$ cat src/rtl/ifu_fetch_stage.sv
// ---------------------------------------------------------------------------
// ifu_fetch_stage
//
// Instruction fetch stage for a single-issue, multi-cycle, non-speculative
// core. It holds the architectural PC and issues one instruction read per
// instruction. It presents the fetched word and its PC to decode, then waits
// for commit to supply the next PC before it fetches again.
//
// Handshakes: a transfer happens on a clk edge where valid and ready are both
// high. A valid, once raised, stays high with its payload stable until the
// transfer completes. All valids here decode from the state register only, so
// they are Moore outputs. A ready/valid from a partner in any other state is
// ignored.
//
// Ports:
//   clk, rst          clock; synchronous active-high reset
//   imem_ar*          read-address channel (araddr is always pc)
//   imem_r*           read-data channel
//   inst, pc          fetched instruction and its PC to decode
//   ifu_valid         inst/pc valid to decode; idu_ready is decode's accept
//   commit_valid/npc  retirement of the current instruction plus next PC
//   fetch_err         sticky misaligned-PC flag (0 unless checking enabled)
//
// Configuration macro: IFU_ALIGN_CHECK_EN
//   defined   - a misaligned commit_npc sets fetch_err, records the PC and
//               parks the stage in S_WAIT until reset
//   undefined - the low two bits of commit_npc are masked and fetch goes on
// ---------------------------------------------------------------------------
module ifu_fetch_stage #(
    parameter logic [31:0] RESET_PC = 32'h8000_0000
) (
    input  logic        clk,
    input  logic        rst,
    output logic        imem_arvalid,
    output logic [31:0] imem_araddr,
    input  logic        imem_arready,
    input  logic        imem_rvalid,
    input  logic [31:0] imem_rdata,
    output logic        imem_rready,
    output logic [31:0] inst,
    output logic [31:0] pc,
    output logic        ifu_valid,
    input  logic        idu_ready,
    input  logic        commit_valid,
    input  logic [31:0] commit_npc,
    output logic        fetch_err
);

    typedef enum logic [1:0] {
        S_REQ  = 2'd0,
        S_RESP = 2'd1,
        S_OUT  = 2'd2,
        S_WAIT = 2'd3
    } state_t;

    state_t      state_q, state_d;
    logic [31:0] pc_q, pc_d;
    logic [31:0] inst_q, inst_d;

`ifdef IFU_ALIGN_CHECK_EN
    logic err_q, err_d;
    logic npc_misaligned;

`ifndef SYNTHESIS
    function automatic void set_npc_state(input int state, input int code);
        $display("ifu_fetch_stage: set_npc_state(%0d,%0d) misaligned npc %h",
                 state, code, commit_npc);
    endfunction
`endif

    assign npc_misaligned = (commit_npc[1:0] != 2'b00);
`else
    // The low PC bits are deliberately discarded when checking is disabled.
    logic unused_npc_low;
    assign unused_npc_low = ^commit_npc[1:0];
`endif

    always_comb begin
        state_d = state_q;
        pc_d    = pc_q;
        inst_d  = inst_q;
`ifdef IFU_ALIGN_CHECK_EN
        err_d   = err_q;
`endif
        case (state_q)
            S_REQ: begin
                if (imem_arready) state_d = S_RESP;
            end
            S_RESP: begin
                if (imem_rvalid) begin
                    inst_d  = imem_rdata;
                    state_d = S_OUT;
                end
            end
            S_OUT: begin
                if (idu_ready) state_d = S_WAIT;
            end
            S_WAIT: begin
`ifdef IFU_ALIGN_CHECK_EN
                // Once the error is set, the stage never fetches again.
                if (commit_valid && !err_q) begin
                    pc_d = commit_npc;
                    if (npc_misaligned) begin
                        err_d   = 1'b1;
                        state_d = S_WAIT;
                    end else begin
                        state_d = S_REQ;
                    end
                end
`else
                if (commit_valid) begin
                    pc_d    = {commit_npc[31:2], 2'b00};
                    state_d = S_REQ;
                end
`endif
            end
            default: state_d = S_REQ;
        endcase
    end

    always_ff @(posedge clk) begin
        if (rst) begin
            state_q <= S_REQ;
            pc_q    <= RESET_PC;
            inst_q  <= 32'h0;
`ifdef IFU_ALIGN_CHECK_EN
            err_q   <= 1'b0;
`endif
        end else begin
            state_q <= state_d;
            pc_q    <= pc_d;
            inst_q  <= inst_d;
`ifdef IFU_ALIGN_CHECK_EN
            err_q   <= err_d;
`ifndef SYNTHESIS
            if (state_q == S_WAIT && commit_valid && !err_q && npc_misaligned)
                set_npc_state(3, 0);
`endif
`endif
        end
    end

    // Moore outputs. Reset overrides them so nothing handshakes while in reset.
    assign imem_arvalid = !rst && (state_q == S_REQ);
    assign imem_rready  = !rst && (state_q == S_RESP);
    assign ifu_valid    = !rst && (state_q == S_OUT);
    assign imem_araddr  = pc_q;
    assign pc           = pc_q;
    assign inst         = inst_q;

`ifdef IFU_ALIGN_CHECK_EN
    assign fetch_err = err_q;
`else
    assign fetch_err = 1'b0;
`endif

endmodule
$ cat config.mk
export PLATFORM = sky130hd
export DESIGN_NAME = ifu_fetch_stage
export DESIGN_NICKNAME = d
export VERILOG_FILES = /design/src/rtl/ifu_fetch_stage.sv
export SDC_FILE = /design/constraint.sdc
export NUM_CORES = 1
export LEC_CHECK = 0
export BUFFER_PORTS_ARGS = -buffer_cell sky130_fd_sc_hd__buf_2
export CORE_ASPECT_RATIO = 0.6
export CORE_MARGIN = 5
export CORE_UTILIZATION = 45
export CTS_CLUSTER_DIAMETER = 30
export DETAILED_ROUTE_END_ITERATION = 10
export GPL_TIMING_DRIVEN = 0
export PLACE_DENSITY_LB_ADDON = 0.1
export SYNTH_ARGS = -nofsm -noshare
export SYNTH_HDL_FRONTEND = slang
export SYNTH_SLANG_ARGS = --single-unit
$ cat constraint.sdc
create_clock -name clk -period 2.2 [get_ports clk]
set_input_delay 0.44 -clock clk [delete_from_list [all_inputs] [get_ports clk]]
set_output_delay 0.44 -clock clk [all_outputs]
set_load 0.005 [all_outputs]
# == Yosys cells after proc, flatten, opt, wreduce, memory -nomap -nowiden ==
# Cells that the tools add are included.
# W data, S select, Z words.
# op_classes
n_mux,5
div,0
n_reduce_logical,8
shift,0
mul,0
magnitude_cmp,0
bitwise,0
add_sub_neg,0
n_eq_ne,7
# op_table
operator,n
$mux W2,4
$ne A2 B2 Y1 const B,4
$pmux W2 S4,1
$eq A2 B2 Y1 const B,2
$reduce_and A2 Y1,2
$reduce_and A4 Y1,1
$logic_and A1 B1 Y1,3
$eq A2 B1 Y1 const B,1
$logic_not A2 Y1,1
$logic_not A1 Y1,1
# word_totals
inputBits,70
latch_bits,0
mem_count,0
mem_bits_ro,0
register_bits,64
word_cells,23
ram_bits,0

# == Longest topological paths before layout ==
# Gate-level depths: netlist of run 1.
# depth
depth_word,3
ltp_mapped,7

# == Least setup slack after synthesis of run 1 ==
# Ideal clock, no wire load.
# synth_path
path_kind,register to register
startpoint,register state_q[1]
endpoint,register state_q[0]
setup_slack_ps,818
period_less_slack_ps,1382
path_stages_with_launch,6
required_ps,2084
t_arrival_ps,1265
setup_ps,116
cell_sequence,dfxtp_1 inv_1 ha_1 nor2b_1 or4_1 o211a_1
# synth_between
elab_chain_cells,3
# synth_lines
element,line,source
start: declaration,56,"state_t state_q, state_d;"
start signal: assignment,130,state_q <= state_d;
"$eq A2 B2 Y1, or another cell as far along",85,case (state_q)
$ne A2 B2 Y1 (no line),-,
$reduce_and A4 Y1 (no line),-,
# Parallel ways exist; a longest one is shown, timed or not.
# A chain may end at the register's enable or synchronous reset.

# == Final worst setup path of run 1 ==
# layout_path
startpoint,register state_q[0]
endpoint,output port ifu_valid
# layout_between
elab_chain_cells,2
# layout_lines
element,line,source
$eq A2 B2 Y1,146,assign ifu_valid = !rst && (state_q == S_OUT);
$logic_and A1 B1 Y1,146,
end: declaration,42,"output logic ifu_valid,"
# No other way between the ends.

==> run_results.csv, run 1 <==
group,metric,value,unit
status,status,"finished, final reports clean",
worst_setup_path,cpLargestDelayFamily,"flip-flops",
sta,fin_skew,0.00486,ns
sta,drv_slew,0,
hold_path,hp-start,"commit_npc[31]",
sta,hold_viol,0,
final_layout,drive_above_1_share,43.2,%
die,core,5600,µm²
sta,setup_viol,0,
routing,drtIter0Drc,79,
clock_network,cts_sinks,64,
routing,wl_per_cell,12.3,µm
global_route,grt_overflow,0,
logic_synthesis,syn-instance-count,330,
die,rows,21,
worst_setup_path,critPathBufInv,2,
logic_synthesis,seq_area_frac_synth,49.3,%
logic_synthesis,syn_area,2600,µm²
place,dp_hpwl,5.85,mm
place,place_ws,0.677,ns
place,place_congestion,0.780,
logic_synthesis,yosysWarnings,0,
routing,drt_first_pass_iters,4,
sta,setup_slack,0.459,ns
power_and_ir_drop,vdd_drop_max,468,µV
sta,slew_headroom,62.7,%
sta,final.min_clock_period,1.74,ns
worst_setup_path,worstPathCellList,"inv_1 > ha_1 > nor2b_1 > buf_2",
global_route,grt_pass1_vias,2473,
final_layout,nets,581,
worst_setup_path,crit_fanout,4,
power_and_ir_drop,p_seq_share,45.0,%
power_and_ir_drop,total_power,3.00,mW
clock_network,cts_root_buffer,"clkbuf_8",
sta,setup-tns-final,0,ns
final_layout,final_common_cell,"buf_2",
power_and_ir_drop,power_density,808,nW/µm²
die,pin_count,170,
routing,drc,0,
global_route,grt_pass1_wl,11.0,mm
final_layout,fill_cells,554,
worst_setup_path,critPathLaunchType,"flip-flop",
clock_network,cts_buffers,9,
sta,fin_crit_sh,79.1,%
hold_path,min_to,"imem_araddr[31]$_SDFFE_PP1P_",
clock_network,cts_setup_buffers,0,
final_layout,final_cell_mix,"buf_2, nand2_1, dfxtp_1",
global_route,antenna_found_initial,0,
clock_network,cts_hold_buf,0,
power_and_ir_drop,p_leak,1.90,nW
place,dpl_cell_area,3530,µm²
final_layout,area_growth,42.5,%
power_and_ir_drop,p_int,2.14,mW
global_route,track_usage,19.3,%
hold_path,hold_class,"primary input to flip-flop",
sta,tightestPinTransition,0.560,ns
sta,rsz0062_at_grt,"false",
power_and_ir_drop,swShare,28.4,%
routing,wl,7.26,mm
logic_synthesis,ys_types,19,
routing,via_count,2647,
hold_path,hold_depth,3,
worst_setup_path,crit_path_max_incr_delay,0.38,ns
clock_network,htreeDepth,3,
sta,timing.fmax,0.574,GHz
place,port_buffers,162,
power_and_ir_drop,clkPwrFrac,30.9,%
worst_setup_path,cp_slowest_cell,"dfxtp_1",
clock_network,ctsLongestPathBuffers,2,
worst_setup_path,reg2reg_from,"state_q[1]$_SDFFE_PP0P_",
worst_setup_path,cp.arrival,1.30,ns
worst_setup_path,critical_path_class,"flip-flop to primary output",
die,start_util,46.5,%
logic_synthesis,avgSynthCellArea,7.88,µm²
worst_setup_path,startpoint,"state_q[0]$_SDFFE_PP0P_",
power_and_ir_drop,p_sw,853,µW
worst_setup_path,worstReg2RegEnd,"inst[2]$_SDFFE_PP0P_",
final_layout,final_area,3710,µm²
worst_setup_path,reg2reg_slack,0.63,ns
power_and_ir_drop,pwr-share-comb,24.1,%
logic_synthesis,synth-seq-cells,64,
run,cap_violations,0,
clock_network,cts.clk_slew.worst_paths,0.07,ns
die,dieHeight,68.9,µm
clock_network,cts_tree,"done",
final_layout,diodes,0,
clock_network,cts_resized,0,
routing,vias_per_cell,4.47,
worst_setup_path,endpoint_kind,"primary output",
worst_setup_path,cp_data_required_time,1.76,ns
die,die_w,108,µm
global_route,grt_max_degree,11,
worst_setup_path,ff2ff_path_depth,6,
routing,ant_nets,0,
die,die_area,7450,µm²
clock_network,clk_latency,0.32,ns
power groups by stage:
stage	sequential, mW	clock, mW	combinational [mW]
after global routing	1.36	1.01	0.821
after floorplan	1.38	0	0.427
after global placement	1.37	0	0.715
final	1.35	0.927	0.721
after detailed placement	1.37	0	0.725
after CTS	1.35	0.964	0.729
flip-flops by register name, summed over array words and instances (netlist names):
signal / cells
inst: 32
imem_araddr: 30
state_q: 2
stage by stage:
stage          utilization (%)  std cells  hold WS, ns
2_1_floorplan                -        334        0.453
3_3_place_gp              63.0        576        0.439
3_5_place_dp              63.0        576        0.443
4_1_cts                   66.2        592        0.302
5_1_grt                   66.2        592        0.304
6_report                  66.2        592        0.329
worst max-delay path by stage:
stage / endpoint / slack [ns] / cells after the start
2_1_floorplan: state_q[0]$_SDFFE_PP0P_ / 0.82 / 5
3_3_place_gp: inst[15]$_SDFFE_PP0P_ / 0.72 / 6
3_5_place_dp: inst[26]$_SDFFE_PP0P_ / 0.68 / 6
4_1_cts: ifu_valid / 0.42 / 4
5_1_grt: ifu_valid / 0.36 / 4
6_report: ifu_valid / 0.46 / 4
cells in the mapped netlist, drive strengths merged:
library cell  instances  area share, %
buf                  49             13
a21oi                61             12
nand3                 1           0.19
nand2               128             18
and2                  2           0.48
conb                  1           0.14
or4                   1           0.29
inv                   4           0.58
o211a                 1           0.38
nor2b                 6            1.7
dfxtp                64             49
mux2i                 1           0.38
clkbuf                6           0.87
a2111oi               1            1.1
ha                    4            1.9
worst min-delay path, delay by kind of cell:
kind | cells | cell delay, ns
buffers and inverters | 1 | 0.08
AND/OR/NAND/NOR | 2 | 0.10
area by class of cell:
class	instances	area (µm²)	share of cell area, %
Multi-Input combinational cell	211	972	26.2
Clock buffer	12	135	3.64
Inverter	4	15.0	0.405
Timing Repair Buffer	162	811	21.9
Clock inverter	4	45.0	1.21
Tap cell	80	100	2.70
Sequential cell	64	1280	34.6
Buffer	55	348	9.38
cells by family after synthesis:
logic type      share of synthesized area [%]
other cells                             0.144
mux                                     0.385
fa+ha+maj                                1.92
compound gates                           13.2
flops                                    49.3
buf+inv                                  13.9
simple gates                             21.2
per-layer routing:
layer | routed length [µm] | global-route usage [%] | share of wire, %
met5 | 0 | 0 | 0
met3 | 840 | 10.5 | 12
met2 | 3450 | 32.8 | 47
met1 | 2940 | 21.2 | 40
met4 | 31 | 5.35 | 0.43
No activity file was read; power rests on OpenSTA's default activity.
==> run 2: changes to the inputs <==
--- a/config.mk
+++ b/config.mk
@@ -8,7 +8,7 @@
 export BUFFER_PORTS_ARGS = -buffer_cell sky130_fd_sc_hd__buf_2
 export CORE_ASPECT_RATIO = 0.6
 export CORE_MARGIN = 5
-export CORE_UTILIZATION = 45
+export CORE_UTILIZATION = 38
 export CTS_CLUSTER_DIAMETER = 30
 export DETAILED_ROUTE_END_ITERATION = 10
 export GPL_TIMING_DRIVEN = 0
==> constraint.sdc (replaced) <==
create_clock -name clk -period 1.55 [get_ports clk]
set_input_delay 0.31 -clock clk [delete_from_list [all_inputs] [get_ports clk]]
set_output_delay 0.31 -clock clk [all_outputs]
set_load 0.005 [all_outputs]
==> run 2 against run 1 <==
Flip-flop and latch count did not move. Combinational power rose by 46%. Die area rose by 16%. Sequential share of layout area fell by 0.98 points. First-iteration DRC count rose by 70%. Clock power rose by 95%. Non-clock buffer count did not move. Setup slack got worse by 0.44 ns. Worst hold slack got worse by 0.12 ns. Final cell count rose by 1.2%.
==> run_results.csv, run 2 (synthesized netlist as in run 1, its figures left out) <==
group,metric,value,unit
die,die_area,8650,µm²
global_route,grt_pass1_vias,2426,
power_and_ir_drop,total_power,4.79,mW
sta,setup_slack,0.0206,ns
worst_setup_path,cp_data_required_time,1.24,ns
worst_setup_path,endpoint_kind,"primary output",
die,die_w,117,µm
global_route,grt_overflow,0,
final_layout,area_growth,47.2,%
sta,fin_skew,0.00433,ns
global_route,track_usage,17.0,%
final_layout,fin_cells,599,
final_layout,final_util,57.4,%
place,place_ws,-0.0507,ns
sta,setup_viol,0,
routing,drtIter0Drc,134,
sta,drv_slew,0,
worst_setup_path,critPathLaunchType,"flip-flop",
final_layout,drive_above_1_share,44.9,%
final_layout,final_cell_mix,"buf_2, nand2_1, dfxtp_1",
place,dp_hpwl,5.78,mm
place,post-place-cells,583,
worst_setup_path,crit_fanout,4,
final_layout,nets,581,
sta,whs,0.206,ns
clock_network,htreeDepth,3,
power_and_ir_drop,power_density,1250,nW/µm²
hold_path,min_to,"imem_araddr[31]$_SDFFE_PP1P_",
clock_network,cts.clk_slew.worst_paths,0.05,ns
global_route,grt_pass1_wl,11.4,mm
status,status,"finished, final reports clean",
clock_network,cts_tree,"done",
final_layout,final_common_cell,"buf_2",
final_layout,diodes,0,
clock_network,cts_buffers,9,
routing,wl,7.49,mm
sta,rsz0062_at_grt,"true",
die,core,6680,µm²
sta,final.min_clock_period,1.53,ns
routing,ant_nets,0,
run,cap_violations,0,
routing,drc,0,
clock_network,cts_hold_buf,0,
routing,via_count,2614,
hold_path,hold_class,"primary input to flip-flop",
sta,setup-tns-final,0,ns
routing,wl_per_cell,12.5,µm
worst_setup_path,reg2reg_from,"state_q[1]$_SDFFE_PP0P_",
worst_setup_path,critical_path_class,"flip-flop to primary output",
die,dieHeight,74.1,µm
worst_setup_path,cp.arrival,1.22,ns
final_layout,largest_reg_flops,32,
worst_setup_path,ff2ff_path_depth,5,
worst_setup_path,worstReg2RegEnd,"state_q[0]$_SDFFE_PP0P_",
final_layout,final_area,3830,µm²
sta,hold_viol,0,
global_route,grt_max_degree,12,
place,dpl_cell_area,3540,µm²
global_route,antenna_found_initial,0,
clock_network,clk_latency,0.32,ns
hold_path,hp-start,"commit_npc[31]",
routing,drt_first_pass_iters,5,
clock_network,cts_sinks,64,
power_and_ir_drop,vdd_drop_max,663,µV
hold_path,hold_depth,3,
routing,vias_per_cell,4.36,
clock_network,ctsLongestPathBuffers,2,
power_and_ir_drop,p_leak,1.94,nW
sta,fin_crit_sh,98.7,%
place,place_congestion,0.781,
die,start_util,39.0,%
place,port_buffers,162,
worst_setup_path,reg2reg_slack,0.12,ns
die,rows,23,
sta,timing.fmax,0.654,GHz
die,pin_count,170,
clock_network,cts_root_buffer,"clkbuf_16",
run 2: cell types whose count changed in the layout (fill, tap and decap cells not counted), moves of 2 or more:
cell	before	now
clkbuf_16	0	9
clkinvlp_4	0	3
clkbuf_8	9	1
dfxtp_1	64	62
buf_1	6	3
clkbuf_1	9	7
clkbuf_2	0	2
run 2: how the worst max path moves through the flow:
stage / cells past startpoint / slack [ns] / endpoint / start
after floorplan: 5 / 0.17 / state_q[0]$_SDFFE_PP0P_ / state_q[1]$_SDFFE_PP0P_
after global placement: 6 / -0.01 / inst[29]$_SDFFE_PP0P_ / state_q[1]$_SDFFE_PP0P_
after detailed placement: 6 / -0.05 / inst[28]$_SDFFE_PP0P_ / state_q[1]$_SDFFE_PP0P_
after CTS: 4 / 0.006 / imem_arvalid / state_q[0]$_SDFFE_PP0P_
after global routing: 4 / -0.04 / ifu_valid / state_q[0]$_SDFFE_PP0P_
final: 4 / 0.02 / ifu_valid / state_q[0]$_SDFFE_PP0P_
run 2: layer usage:
| layer | wire [µm] | up-vias | global-route usage, % |
|---|---|---|---|
| met2 | 3420 | 104 | 27.5 |
| li1 | - | 1359 | - |
| met5 | 0 | - | 0 |
| met3 | 924 | 5 | 8.21 |
| met4 | 44 | 0 | 4.96 |
| met1 | 3100 | 1146 | 20.3 |
run 2: where the power goes:
| part | internal [mW] | switching (mW) | leakage (nW) |
|---|---|---|---|
| Combinational | 0.509 | 0.543 | 1.29 |
| Sequential | 1.83 | 0.102 | 0.519 |
| Clock | 1.12 | 0.696 | 0.128 |
run 2: layout make-up:
class	count	area, µm²
Sequential cell	64	1290
Clock inverter	5	32.5
Tap cell	87	109
Fill cell	632	2850
Buffer	55	352
Inverter	4	15.0
Timing Repair Buffer	162	811
Clock buffer	11	243
Multi-Input combinational cell	211	982
run 2: worst max-delay path, stage by stage, from the launching register on:
cell	delay, ns
dfxtp_4	0.35
inv_1	0.08
ha_2	0.22
nor2b_4	0.14
buf_2	0.11
run 2: repair_timing:
action	4_1_cts	5_1_grt
gates cloned	0	0
pin swaps	0	0
resized for setup	5	3
setup endpoints to repair	13	23
buffers inserted	0	0
==> run 3: changes to the inputs <==
--- a/config.mk
+++ b/config.mk
@@ -7,12 +7,13 @@
 export LEC_CHECK = 0
 export BUFFER_PORTS_ARGS = -buffer_cell sky130_fd_sc_hd__buf_2
 export CORE_ASPECT_RATIO = 0.6
-export CORE_MARGIN = 5
+export CORE_MARGIN = 1.5
 export CORE_UTILIZATION = 38
 export CTS_CLUSTER_DIAMETER = 30
 export DETAILED_ROUTE_END_ITERATION = 10
 export GPL_TIMING_DRIVEN = 0
 export PLACE_DENSITY_LB_ADDON = 0.1
+export REMOVE_ABC_BUFFERS = 1
 export SYNTH_ARGS = -nofsm -noshare
 export SYNTH_HDL_FRONTEND = slang
 export SYNTH_SLANG_ARGS = --single-unit
==> run 3 against run 2 <==
Final cell count is 9.0% lower. Clock skew is 0.0039 ns higher. Global-route usage is 0.15 points lower. Die area is 15% lower. Sequential share of layout area is 2.8 points higher. Wire length is 15% lower. Setup slack better by 0.015 ns. Non-clock buffer count is 54 lower. Largest power group is now clock. Via count is 7.2% lower. Cell area is 7.8% lower. Critical path type unchanged.
==> run_results.csv, run 3 (synthesized netlist as in run 1, its figures left out) <==
group,metric,value,unit
sta,fin_crit_sh,97.7,%
routing,vias_per_cell,4.45,
clock_network,cts_tree,"done",
sta,tightestPinTransition,0.700,ns
worst_setup_path,critical_path_class,"flip-flop to primary output",
final_layout,final_common_cell,"buf_2",
worst_setup_path,cp_slowest_cell,"dfxtp_2",
final_layout,drive_above_1_share,41.5,%
final_layout,diodes,0,
global_route,antenna_found_initial,0,
die,core,6650,µm²
worst_setup_path,critPathBufInv,2,
worst_setup_path,cp.arrival,1.20,ns
worst_setup_path,worst-path-stages,4,
die,die_area,7370,µm²
worst_setup_path,startpoint,"state_q[1]$_SDFFE_PP0P_",
place,dp_hpwl,4.27,mm
clock_network,htreeDepth,3,
final_layout,area_growth,35.8,%
sta,timing.fmax,0.660,GHz
clock_network,ctsLongestPathBuffers,2,
worst_setup_path,ff2ff_path_depth,5,
sta,hold_viol,0,
routing,drtIter0Drc,90,
global_route,grt_pass1_wl,9.58,mm
clock_network,cts.clk_slew.worst_paths,0.05,ns
clock_network,cts_hold_buf,0,
routing,drt_first_pass_iters,4,
run,cap_violations,0,
clock_network,cts_buffers,9,
worst_setup_path,worstReg2RegEnd,"state_q[0]$_SDFFE_PP0P_",
clock_network,cts_root_buffer,"clkbuf_16",
routing,via_count,2425,
worst_setup_path,reg2reg_slack,0.06,ns
sta,fin_skew,0.00825,ns
routing,ant_nets,0,
power_and_ir_drop,total_power,4.90,mW
worst_setup_path,worstPathCellList,"inv_1 > ha_2 > nor2b_1 > buf_2",
die,dieHeight,67.1,µm
sta,slew_headroom,53.3,%
die,die_w,110,µm
place,place_congestion,0.708,
final_layout,nets,527,
worst_setup_path,reg2reg_from,"state_q[0]$_SDFFE_PP0P_",
worst_setup_path,crit_fanout,4,
power_and_ir_drop,vdd_drop_max,570,µV
die,rows,23,
sta,drv_slew,0,
die,pin_count,170,
global_route,track_usage,16.9,%
place,port_buffers,162,
worst_setup_path,cp_data_required_time,1.24,ns
global_route,grt_pass1_vias,2092,
worst_setup_path,cpLargestDelayFamily,"flip-flops",
power_and_ir_drop,power_density,1390,nW/µm²
clock_network,clk_latency,0.32,ns
worst_setup_path,endpoint_kind,"primary output",
global_route,grt_max_degree,66,
final_layout,final_area,3530,µm²
power_and_ir_drop,p_leak,1.71,nW
hold_path,hold_class,"primary input to flip-flop",
routing,wl,6.36,mm
worst_setup_path,critPathLaunchType,"flip-flop",
routing,wl_per_cell,11.7,µm
sta,rsz0062_at_grt,"true",
routing,drc,0,
sta,final.min_clock_period,1.51,ns
die,start_util,39.1,%
worst_setup_path,cp-endpoint,"imem_rready",
sta,setup_viol,0,
final_layout,largest_reg_flops,32,
worst_setup_path,crit_path_max_incr_delay,0.35,ns
clock_network,cts_sinks,64,
place,dpl_cell_area,3190,µm²
status,status,"finished, final reports clean",
final_layout,final_cell_mix,"buf_2, nand2_1, dfxtp_1",
global_route,grt_overflow,0,
==> run 3: cell count changes in the layout (fill, tap and decap cells not counted), moves of 3 or more <==
cell      before  now
buf_1          3    0
buf_2        171  161
buf_4         35    2
clkbuf_1       7    1
==> run 3: layout make-up <==
class | count | area, µm²
fill | 661 | 3120
sequential | 64 | 1280
multi-input combinational | 211 | 995
timing repair buffer | 163 | 821
clock buffer | 12 | 256
tap | 87 | 109
clock inverter | 4 | 52.6
inverter | 4 | 15.0
==> run 3: worst min-delay path by stage <==
stage / cells past startpoint / end / slack [ns] / start
4_1_cts: 3 / imem_araddr[31]$_SDFFE_PP1P_ / 0.20 / commit_npc[31]
5_1_grt: 3 / imem_araddr[31]$_SDFFE_PP1P_ / 0.22 / commit_npc[31]
2_1_floorplan: 1 / imem_araddr[10]$_SDFFE_PP0P_ / 0.38 / rst
6_report: 3 / imem_araddr[31]$_SDFFE_PP1P_ / 0.21 / commit_npc[31]
3_5_place_dp: 2 / inst[6]$_SDFFE_PP0P_ / 0.44 / inst[6]$_SDFFE_PP0P_
3_3_place_gp: 2 / inst[4]$_SDFFE_PP0P_ / 0.44 / inst[4]$_SDFFE_PP0P_
==> run 3: per-stage QoR <==
stage / setup WS [ns] / util (%) / TNS (ns) / instances / hold slack (ns)
after floorplan: 0.0912 / - / 0 / 279 / 0.379
after CTS: -0.000335 / 53.0 / -0.000335 / 545 / 0.195
after global placement: -0.314 / 48.0 / -18.18 / 528 / 0.439
after detailed placement: -0.372 / 48.0 / -20.45 / 528 / 0.443
after global routing: -0.0227 / 53.1 / -0.0490 / 545 / 0.220
final: 0.0359 / 53.1 / 0 / 545 / 0.211
==> run 3: timing repair <==
item,CTS,global route
setup buffers,1,0
pin swaps,0,0
endpoints found under the hold margin,0,0
resized for setup,9,4
setup endpoints to repair,65,47
==> run 3: where the power goes <==
group | internal (mW) | switching (mW) | total, mW
sequential | 1.82 | 0.0991 | 1.92
clock | 1.33 | 0.696 | 2.03
combinational | 0.442 | 0.514 | 0.956
==> run 3: routing by layer <==
layer / up-vias / wire, µm / track usage [%]
li1: 1252 / - / -
met1: 1080 / 2930 / 20.3
met2: 86 / 2870 / 27.4
met3: 7 / 493 / 6.36
met4: 0 / 65 / 6.33
met5: - / 0 / 0
==> run 3: worst register-to-register path, cell delays in order (launching register included) <==
cell,delay (ns)
dfxtp_2,0.35
inv_1,0.07
ha_2,0.19
buf_4,0.14
or4_1,0.50
o211a_1,0.14
